--- src/rtl/escalonador_processos_pkg.sv ---
// Shared types and constants for the round-robin process scheduler.
package escalonador_pkg;

  typedef enum logic [2:0] {
    OCIOSO,
    EXECUTA,
    SALVA,
    SELECIONA,
    CARREGA
  } estado_t;

  localparam int TAM_BLOCO_PADRAO = 200;
  localparam int QUANTUM_PADRAO   = 16;

  function automatic int pid_w(input int n);
    return (n > 1) ? $clog2(n) : 1;
  endfunction

endpackage

--- src/rtl/escalonador_processos_seletor.sv ---
// Combinational round-robin finder: first set bit of ativo_i at or after inicio_i, wrapping.
module seletor_round_robin
  import escalonador_pkg::*;
#(
  parameter int NUM_PROC = 4,
  localparam int PID_W   = pid_w(NUM_PROC)
) (
  input  logic [NUM_PROC-1:0] ativo_i,
  input  logic [PID_W-1:0]    inicio_i,
  output logic [PID_W-1:0]    id_o,
  output logic                valido_o
);

  logic [PID_W-1:0] idx;

  // Walk from the farthest offset down so the closest active slot wins.
  always_comb begin
    id_o     = '0;
    valido_o = 1'b0;
    idx      = '0;
    for (int k = NUM_PROC - 1; k >= 0; k--) begin
      idx = inicio_i + PID_W'(k);
      if (ativo_i[idx]) begin
        id_o     = idx;
        valido_o = 1'b1;
      end
    end
  end

endmodule

--- src/rtl/escalonador_processos.sv ---
// Round-robin scheduler / context-switch sequencer. Define QUANTUM_PREEMPT_EN
// to add quantum-based preemption; otherwise scheduling is cooperative only.
module escalonador_processos
  import escalonador_pkg::*;
#(
  parameter int NUM_PROC  = 4,
  parameter int TAM_BLOCO = TAM_BLOCO_PADRAO,
  parameter int QUANTUM   = QUANTUM_PADRAO,
  parameter int PC_W      = 11,
  localparam int PID_W    = pid_w(NUM_PROC)
) (
  input  logic             clock,
  input  logic             reset,
  input  logic             habilita,
  input  logic [PC_W-1:0]  pc_atual,
  input  logic             pedido_troca,
  input  logic             fim_processo,
  input  logic             ativa_proc,
  input  logic [PID_W-1:0] ativa_id,
  output logic [PID_W-1:0] processo_atual,
  output logic [PC_W-1:0]  base_pc,
  output logic [PC_W-1:0]  pc_carregar,
  output logic             carrega_pc,
  output logic             congela,
  output logic             ocioso
);

  if (NUM_PROC < 2 || (NUM_PROC & (NUM_PROC - 1)) != 0) begin : g_chk_np
    $error("NUM_PROC must be a power of two >= 2");
  end
  if (NUM_PROC * TAM_BLOCO > 2 ** PC_W) begin : g_chk_pc
    $error("NUM_PROC*TAM_BLOCO does not fit in PC_W bits");
  end
  if (QUANTUM < 1) begin : g_chk_q
    $error("QUANTUM must be >= 1");
  end

  estado_t                        estado_q, estado_d;
  logic [NUM_PROC-1:0]            ativo_q;
  logic [NUM_PROC-1:0][PC_W-1:0]  tabela_q;
  logic [PID_W-1:0]               proc_q, sel_q, inicio, sel_id;
  logic [PC_W-1:0]                base_q, pcc_q;
  logic                           termina_q, vem_ocioso_q, sel_ok, gatilho, expira;

`ifdef QUANTUM_PREEMPT_EN
  localparam int CNT_W = $clog2(QUANTUM) + 1;
  logic [CNT_W-1:0] cnt_q;

  assign expira = (cnt_q == CNT_W'(QUANTUM - 1));

  always_ff @(posedge clock) begin
    if (reset)                                 cnt_q <= '0;
    else if (estado_q == CARREGA)              cnt_q <= '0;
    else if (estado_q == EXECUTA && habilita)  cnt_q <= cnt_q + 1'b1;
  end
`else
  assign expira = 1'b0;
`endif

  assign gatilho = (estado_q == EXECUTA) && habilita && (pedido_troca || fim_processo || expira);

  // Coming out of idle the search starts at slot 0, not after the stale current ID.
  assign inicio = vem_ocioso_q ? '0 : proc_q + PID_W'(1);

  seletor_round_robin #(.NUM_PROC(NUM_PROC)) u_sel (
    .ativo_i  (ativo_q),
    .inicio_i (inicio),
    .id_o     (sel_id),
    .valido_o (sel_ok)
  );

  always_comb begin
    estado_d = estado_q;
    case (estado_q)
      OCIOSO:    if (|ativo_q) estado_d = SELECIONA;
      EXECUTA:   if (gatilho)  estado_d = SALVA;
      SALVA:     estado_d = SELECIONA;
      SELECIONA: estado_d = sel_ok ? CARREGA : OCIOSO;
      CARREGA:   estado_d = EXECUTA;
      default:   estado_d = OCIOSO;
    endcase
  end

  always_ff @(posedge clock) begin
    if (reset) begin
      estado_q     <= OCIOSO;
      ativo_q      <= '0;
      tabela_q     <= '0;
      proc_q       <= '0;
      sel_q        <= '0;
      base_q       <= '0;
      pcc_q        <= '0;
      termina_q    <= 1'b0;
      vem_ocioso_q <= 1'b1;
    end else begin
      estado_q <= estado_d;
      // Activation overrides the save of the same slot.
      for (int i = 0; i < NUM_PROC; i++) begin
        if (ativa_proc && ativa_id == PID_W'(i)) begin
          ativo_q[i]  <= 1'b1;
          tabela_q[i] <= '0;
        end else if (estado_q == SALVA && proc_q == PID_W'(i)) begin
          if (termina_q) ativo_q[i]  <= 1'b0;
          else           tabela_q[i] <= pc_atual;
        end
      end
      if (gatilho) termina_q <= fim_processo;
      case (estado_q)
        SELECIONA: begin
          if (sel_ok) begin
            sel_q <= sel_id;
            pcc_q <= tabela_q[sel_id];
          end else begin
            termina_q    <= 1'b0;
            vem_ocioso_q <= 1'b1;
          end
        end
        CARREGA: begin
          proc_q       <= sel_q;
          base_q       <= PC_W'(32'(TAM_BLOCO) * 32'(sel_q));
          pcc_q        <= tabela_q[sel_q];
          termina_q    <= 1'b0;
          vem_ocioso_q <= 1'b0;
        end
        default: ;
      endcase
    end
  end

  assign processo_atual = proc_q;
  assign base_pc        = base_q;
  assign pc_carregar    = pcc_q;
  assign carrega_pc     = (estado_q == CARREGA);
  assign congela        = (estado_q != EXECUTA);
  assign ocioso         = (estado_q == OCIOSO);

endmodule

--- config.mk ---
export PLATFORM = sky130hd
export DESIGN_NAME = escalonador_processos
export DESIGN_NICKNAME = d
export VERILOG_FILES = /design/src/rtl/escalonador_processos_pkg.sv /design/src/rtl/escalonador_processos_seletor.sv /design/src/rtl/escalonador_processos.sv
export SDC_FILE = /design/constraint.sdc
export NUM_CORES = 1
export LEC_CHECK = 0
export ABC_CLOCK_PERIOD_IN_PS = 2400
export CAP_MARGIN = 20
export CORE_MARGIN = 2
export CORE_UTILIZATION = 50
export DETAILED_ROUTE_END_ITERATION = 8
export GPL_ROUTABILITY_DRIVEN = 0
export PLACE_DENSITY = 0.85
export SLEW_MARGIN = 20
export SYNTH_ARGS = -nofsm -noshare
export SYNTH_HDL_FRONTEND = slang
export SYNTH_HIERARCHICAL = 1
export SYNTH_SLANG_ARGS = --single-unit
--- constraint.sdc ---
create_clock -name clock -period 2.4 [get_ports clock]
set_input_delay 0.48 -clock clock [delete_from_list [all_inputs] [get_ports clock]]
set_output_delay 0.48 -clock clock [all_outputs]
set_load 0.01 [all_outputs]
==> impl.org, run 1 <==
** Route
- Initial detailed-routing violation count :: 362
- Routed vias :: 3317
- Antenna Violating Nets Remaining :: 0
- DRC Markers :: 0
- The final layout contains routed wiring with a total length of 9291 um.
- Via density per instance :: ~6.1
- Pre-Repair DR Iteration Count :: 5
- Average wire per standard cell :: between 15 and 20 um

** Floorplanning
- In this run the standard cell core region covers 0.007176 mm2.
- Count of boundary I/O pins :: between 40 and 50
- Starting utilization of the core area :: 0.5125
- Total number of placement rows :: 31
- Floorplan die height :: roughly 90 um
- The die covers 0.008057 mm2.
- From left edge to right edge, the die measures 89.76 um.

** Setup path
- Highest fanout seen on the critical path :: 5
- Counting cells, the worst reg-to-reg path comes to 10.
- FF-to-FF Start :: processo_atual[0]
- Register-to-register path setup slack :: 0.08 ns
- The critical path contains buffers and inverters numbering 2 combined.
- WS Path Type :: reg2reg
- Crit. End Element :: register
- Required time at the endpoint of the critical path :: ~2.6 ns
- Worst stage delay on the critical path :: roughly 0.51 ns
- In this run the critical register-to-register path is captured at pc_carregar[6].
- Data arrives at the worst endpoint at 2.55 ns.
- Walking the worst path, the cells encountered are inv_1 > ha_4 > nor2b_4 > nand2b_4 > a21oi_2 > a211oi_2 > buf_6 > mux4_2 > nand2_1 > a31oi_1.
- Cell family contributing the most delay on the critical path :: multiplexers
- The worst setup path is launched from a register.
- Cell type of the slowest stage on the worst timing path :: mux4_2

** Hold path
- Along the worst hold path, the cell count comes to 2.
- Worst Hold Launch :: base_pc[9]
- Hold-critical path endpoint :: base_pc[9]
- The path class of the tightest hold or removal check is reg2reg.

** Synthesis
- Largest cells by area after synthesis :: dfxtp_1, mux4_2, a21oi_1
- Top cell type by total area after synthesis :: dfxtp_1
- Number of distinct library cell variants in the gate-level netlist after synthesis :: 38
- Number of instances in the synthesized netlist :: 410
- Yosys printed 6 warnings.
- Yosys mapped a number of flops with a built-in enable equal to 0.
- #FFs+latches synth :: 71
- Avg Synthesized Cell Area :: 8.969 um2
- Of all flip-flops after synthesis, the portion carrying an async set or reset was 0.
- Synth Flop Type :: dfxtp_1
- The share of synthesized area in the top cell type comes to 0.3865.
- Post-synth design cell area :: 0.003677 mm2
- Sequential element share of the synthesized area :: 0.3865

** Clocking
- TritonCTS created 9 clock buffers.
- The later pin in the worst-skew pair is clocked with a latency of 0.35 ns.
- In this run, post-CTS hold repair placed 0 buffers.
- Clock-pin slew was measured on the worst setup and hold paths at approximately 0.080 ns.
- Level count of the clock H-tree :: 3
- Clock tree from TritonCTS :: yes
- The clock net in this run drives a total of 71 sinks.
- Clock Root Buffer :: clkbuf_8
- Counting along the longest clock path gives a buffer depth of 2.

** STA
- Max transition margin :: 0.5186
- The count of final hold-check violations was 0.
- Part of the cycle the worst path needs :: 0.9682
- Slew at the pin with the worst max-slew slack :: 0.7211 ns
- Setup violations remaining at the end of the flow were counted as 0.
- The count of final max-slew check failures came to 0.
- For the final database, setup skew stands at between 0.004 and 0.005 ns.
- Final TNS setup :: 0 ns
- In the post-route analysis, the smallest setup slack over all paths is 0.07640 ns.
- The clock period could shrink to approximately 2.3 ns.
- Achievable frequency :: 430.4 MHz

** Final layout
- In the final design database the tool counted 465 nets.
- Non-Filler Instances :: around 540
- Antenna Cells :: 0
- After routing the design area is 0.004339 mm2.
- Proportion of layout cells with a drive suffix above 1 :: 0.1640
- Across the whole layout, storage elements account for 0.001429 mm2.
- Fillers :: 564
- In the final layout, the multi-input gates occupy roughly 0.0020 mm2.
- Post-synthesis to final-layout area growth :: 18.00%

** Global routing
- Entering global routing, the biggest net connects 45 pins.
- Across every metal layer, demand over resource in global routing totals 0.2308.
- The total overflow left after global routing is 0.
- The via count of the first global-routing pass came to 3153.
- Global-route wire length before repair :: between 15000 and 20000 um
- The number of antenna violations at the first check in global routing is 0.

** Placed design
- Post-placement cell area :: 0.004053 mm2
- Counting tap cells, the placed design contains a total of around 520 instances.
- Detailed placement finished with a half-perimeter wire length of 6328 um.
- Timing analysis after detailed placement gives a worst setup slack of -0.02936 ns.
- PortBufs :: 40

** Run status
- The flow ran to the end, and the final reports show no timing, DRC or antenna violations.

** Power
- VDD sags by at most 0.0002452 V.
- PwrDens :: about 600 mW/mm2
- The analysis attributes to cell leakage a power of ~1.4 nW.

** Job
- Across the run, the number of max-cap violations was 0.
-- placed cells by master, fill, tap and decap left out, types with 3 or more instances in the layout --
cell type,count
o21ai_0,10
clkbuf_8,9
dfxtp_1,69
a21oi_1,57
buf_4,19
mux4_2,22
nand2_1,37
nor2_1,9
nor3b_1,3
a31oi_1,11
nand3_1,57
clkdlybuf4s50_1,40
nand2b_1,6
ha_1,5
conb_1,5
inv_1,8
o21ai_1,40
-- layer usage --
layer	up-vias	wire length, um	track usage
met5	-	0	0
met4	0	171	0.07564
met3	16	923	0.05616
met2	183	4469	0.3756
met1	1577	3727	0.3047
li1	1541	-	-
-- timing repair --
item,4_1_cts,5_1_grt
gates cloned,0,1
setup buffers,1,2
setup endpoints to repair,6,12
pin swaps,0,2
resized for setup,1,8
endpoints found under the hold margin,0,0
-- cell type report --
class	count	area share
clock buffer	9	0.02855
clock inverter	7	0.02191
inverter	10	0.009804
multi-input combinational	288	0.4542
sequential	71	0.3293
tap	99	0.02855
timing repair buffer	60	0.1277
-- flip-flops by register name, indices dropped and copies added, names as in the netlist --
signal	cells
estado_q	3
processo_atual	1
termina_q	1
base_pc	4
ativo_q	4
sel_q	2
tabela_q	44
vem_ocioso_q	1
pc_carregar	11
-- through the flow --
step           hold slack (ns)    util  power (mW)
2_1_floorplan           0.4582       -       1.558
3_3_place_gp            0.4432  0.5648       1.610
3_5_place_dp            0.4494  0.5648       1.625
4_1_cts                 0.4600  0.5969       2.659
5_1_grt                 0.4898  0.6047       2.770
6_report                0.4546  0.6047       2.674
-- how the worst max path moves through the flow --
| stage | start | to | slack (ns) | cells past startpoint |
|---|---|---|---|---|
| finish | processo_atual[0] | pc_carregar[6] | 0.08 | 10 |
| global route | base_pc[4] | pc_carregar[5] | -0.03 | 10 |
| CTS | base_pc[4] | pc_carregar[6] | 0.01 | 10 |
| detailed placement | base_pc[4] | pc_carregar[6] | -0.03 | 10 |
| global placement | base_pc[4] | pc_carregar[6] | 0.13 | 10 |
| floorplan | base_pc[4] | pc_carregar[10] | 0.03 | 10 |
-- cell families (layout without fill, tap and decap cells) --
family | after synthesis | in the layout | synth area share
simple gates | 128 | 128 | 0.1793
compound gates | 126 | 126 | 0.1831
buf+inv | 55 | 86 | 0.09221
mux | 23 | 23 | 0.1375
flops | 71 | 71 | 0.3865
other cells | 1 | 5 | 0.001020
fa+ha+maj | 6 | 6 | 0.02041
-- report_power, final --
part | switching, mW | internal, mW | leakage (nW)
clock network | 0.470 | 0.587 | 0.106
logic | 0.223 | 0.166 | 0.690
registers | 0.0248 | 1.20 | 0.575
total | 0.718 | 1.96 | 1.37
-- worst reg2reg max path, stage by stage, from the launching register on --
cell and delay (ns):
dfxtp_4 0.35, inv_1 0.07, ha_4 0.26, nor2b_4 0.19, nand2b_4 0.15, a21oi_2 0.07, a211oi_2 0.24, buf_6 0.19
mux4_2 0.51, nand2_1 0.09, a31oi_1 0.09
-- cells in the mapped netlist (2+ instances only) --
| master | count |
|---|---|
| nor3b_1 | 4 |
| mux4_2 | 22 |
| inv_1 | 9 |
| buf_4 | 9 |
| nand2_1 | 38 |
| dfxtp_1 | 71 |
| o21ai_0 | 10 |
| nand3_1 | 57 |
| nand2b_1 | 7 |
| nand3b_1 | 2 |
| ha_1 | 6 |
| nor2_1 | 9 |
| a21oi_1 | 58 |
| clkbuf_1 | 11 |
| a31oi_1 | 11 |
| buf_2 | 15 |
| o21ai_1 | 40 |
| a211oi_1 | 2 |
| buf_6 | 10 |
Note: power is estimated with default switching activity, not from simulation.
==> run 2, diff against run 1 <==
- ABC_AREA: not set -> 0
- CTS_CLUSTER_SIZE: not set -> 14
- SETUP_SLACK_MARGIN: not set -> 0.02
==> impl.org, run 2 (same netlist as run 1, synthesis figures left out) <==
** STA
- Time the final worst path needs with I/O delays and setup :: 2.365 ns (was 2.324 ns)
- Worst-case clock skew :: 0.006737 ns (was 0.004991 ns)
- The final cycle utilization of the critical path is 0.9855 (was 0.9682).
- Unrepaired setup endpoints after global routing :: yes
- Final max-slew violation count :: 0 (unchanged)
- The worst max-slew margin expressed relative to the limit came to 0.5248 (was 0.5186).
- The slew at the pin with the worst max-slew slack is 0.7118 ns (was 0.7211 ns).
- The top achievable clock speed is 422.8 MHz (was 430.4 MHz).
- Endpoints failing setup :: 0 (unchanged)
- The setup slack of the critical path after layout was 0.03468 ns (was 0.07640 ns).
- The count of final hold-check violations was 0 (unchanged).

** Global routing
- Number of antenna violations at the first check in global routing :: 0 (unchanged)
- Pin count of the biggest net entering global routing :: 45 (unchanged)
- The via count of the first global-routing pass is 3145 (was 3153).
- Global-route wire length before repair :: 15280 um (was 15170 um)
- The global-route congestion overflow total is 0 (unchanged).
- The total routing usage reported by global routing came to 0.2332 (was 0.2308).

** Run status
- Run status :: complete, no violations (unchanged)

** Final layout
- Top register by number of flip-flops :: tabela_q (unchanged)
- Highest-count cells in the layout ignoring fill and taps: dfxtp_1, nand3_1, a21oi_1, o21ai_1, clkdlybuf4s50_1 (unchanged).
- Non-Filler Instances :: 543 (was 544)
- Proportion of layout cells with a drive suffix above 1 :: 0.1644 (was 0.1640)
- The final design area excluding fillers is 0.004349 mm2 (was 0.004339 mm2).
- The most common library cell in the layout ignoring fill and taps was dfxtp_1 (unchanged).
- The core utilization of the finished layout was 0.6061 (was 0.6047).
- Antenna Cells :: 0 (unchanged)
- Post-layout nets :: 464 (was 465)
- Post-synthesis to final-layout area growth :: 18.27% (was 18.00%)
- The number of flip-flops under the largest register name is 44 (unchanged).

** Floorplanning
- The effective utilization at floorplan is 0.5125 (unchanged).
- The horizontal extent of the die came to 89.76 um (unchanged).
- The placement row count came to 31 (unchanged).
- Floorplan die height :: 89.76 um (unchanged)
- The core region area came to 0.007176 mm2 (unchanged).
- The die outline area is 0.008057 mm2 (unchanged).
- The total I/O pin count came to 46 (unchanged).

** Setup path
- The required arrival time at the worst endpoint came to 2.63 ns (about the same).
- The kind of end point of the critical path is a register (unchanged).
- The slowest cell on the critical path was mux4_2 (unchanged).
- WS Path Type :: reg2reg (unchanged)
- Buffers & Inverters on Critical Path :: 2 (unchanged)
- Chain of cells forming the critical path: inv_4 > ha_4 > nor2b_4 > nand2b_4 > a21oi_4 > a211oi_4 > buf_6 > mux4_2 > nand2_1 > a31oi_1 (was inv_1 > ha_4 > nor2b_4 > nand2b_4 > a21oi_2 > a211oi_2 > buf_6 > mux4_2 > nand2_1 > a31oi_1).
- The highest fanout seen on the critical path is 5 (unchanged).
- The delay contributed by the slowest stage of the critical path came to 0.51 ns (about the same).
- The arrival time at the worst endpoint is 2.59 ns (was 2.55 ns).
- Critical path startpoint category :: register (unchanged)
- The cell class contributing the biggest share of worst-path delay is multiplexers (unchanged).

** Power
- PnR Total Power :: 2.675 mW (was 2.674 mW)
- The maximum vdd ir drop came to 0.0002429 V (was 0.0002452 V).
- PwrDens :: 615.1 mW/mm2 (was 616.1 mW/mm2)
- Leakage power total :: 1.369 nW (was 1.372 nW)

** Placed design
- The number of I/O port buffers is 40 (unchanged).
- The total placed instance area came to 0.004053 mm2 (unchanged).
- Instance count after placement with tap cells included :: 524 (unchanged)
- The post-detailed-placement half-perimeter wirelength came to 6328 um (unchanged).
- Worst setup slack after placement :: -0.02936 ns (unchanged)

** Clocking
- Number of hold buffers added after CTS :: 0 (unchanged)
- Clock slew seen by the registers of the worst setup and hold paths :: 0.08 ns (about the same)
- The clock tree from TritonCTS was yes (unchanged).
- The buffer depth of the longest clock path came to 2 (unchanged).
- Number of clock buffers inserted by TritonCTS :: 9 (unchanged)
- Skew-Pair Late Insertion Delay :: 0.35 ns (about the same)
- Clock Root Buffer :: clkbuf_8 (unchanged)
- CTS Sinks :: 71 (unchanged)
- The H-tree depth was 3 (unchanged).

** Route
- The via count was 3315 (was 3317).
- The average wire per cell in the routed design is 17.22 um (was 17.08 um).
- The number of detailed-route iterations in the first pass came to 5 (unchanged).
- The number of remaining DRC errors is 0 (unchanged).
- Routed WL :: 9351 um (was 9291 um)
- Initial detailed-routing violation count :: 426 (was 362)
- Via density per instance :: 6.105 (was 6.097)
- Antenna Violating Nets Remaining :: 0 (unchanged)

** Job
- Number of max-capacitance violations reported :: 0 (unchanged)

** Hold path
- The type of the most critical hold path is reg2reg (unchanged).
-- run 2: area by class of cell --
cell class,instances,area [um2]
fillers,559,2826
multi-input cells,288,1986
flip-flops and latches,71,1429
repair buffers,59,546.8
clock buffers,9,123.9
well taps,99,123.9
clock inverters,7,95.09
inverters,10,45.04
-- run 2: per-layer routing --
metal  routed length (um)  up-vias  global-route usage
met3                  813       25             0.05197
met4                  221        0             0.07436
met5                    0        -                   0
li1                     -     1539                   -
met2                 4524      179              0.3832
met1                 3792     1572              0.3085
-- run 2: metrics by stage --
stage | TNS, ns | hold slack [ns]
floorplan | 0 | 0.4582
global placement | 0 | 0.4432
detailed placement | -0.04277 | 0.4494
CTS | 0 | 0.4600
global route | -0.1700 | 0.4898
finish | 0 | 0.4551
-- run 2: final timing paths --
check / start / end / slack, ns / depth (start not counted)
setup / recovery: base_pc[4] / pc_carregar[6] / 0.03 / 10
setup reg to reg: base_pc[4] / pc_carregar[6] / 0.03 / 10
hold / removal: base_pc[9] / base_pc[9] / 0.46 / 2
hold reg to reg: base_pc[9] / base_pc[9] / 0.46 / 2
-- run 2: worst register-to-register path, cell delays in order (launching register included) --
cell and delay (ns):
dfxtp_4 0.38, inv_4 0.05, ha_4 0.24, nor2b_4 0.19
nand2b_4 0.17, a21oi_4 0.07, a211oi_4 0.28, buf_6 0.18
mux4_2 0.51, nand2_1 0.09, a31oi_1 0.09
-- run 2: repair_timing --
| item | in CTS | in global routing |
|---|---|---|
| endpoints found under the setup margin | 6 | 12 |
| buffers inserted | 1 | 1 |
| pin swaps | 1 | 4 |
| cloned | 1 | 0 |
| gates resized for setup | 2 | 11 |
-- run 2: where the power goes --
part,switching (mW),internal [mW],leakage (nW)
Sequential,0.0264,1.20,0.575
Combinational,0.226,0.167,0.687
Clock,0.467,0.587,0.106
==> run 3, diff against run 2 <==
- CAP_MARGIN: 20 -> 30
- CTS_CLUSTER_SIZE: 14 -> 28
==> results of run 3 <==
Same layout as run 2: the final DEF is identical, and so are final timing and power.
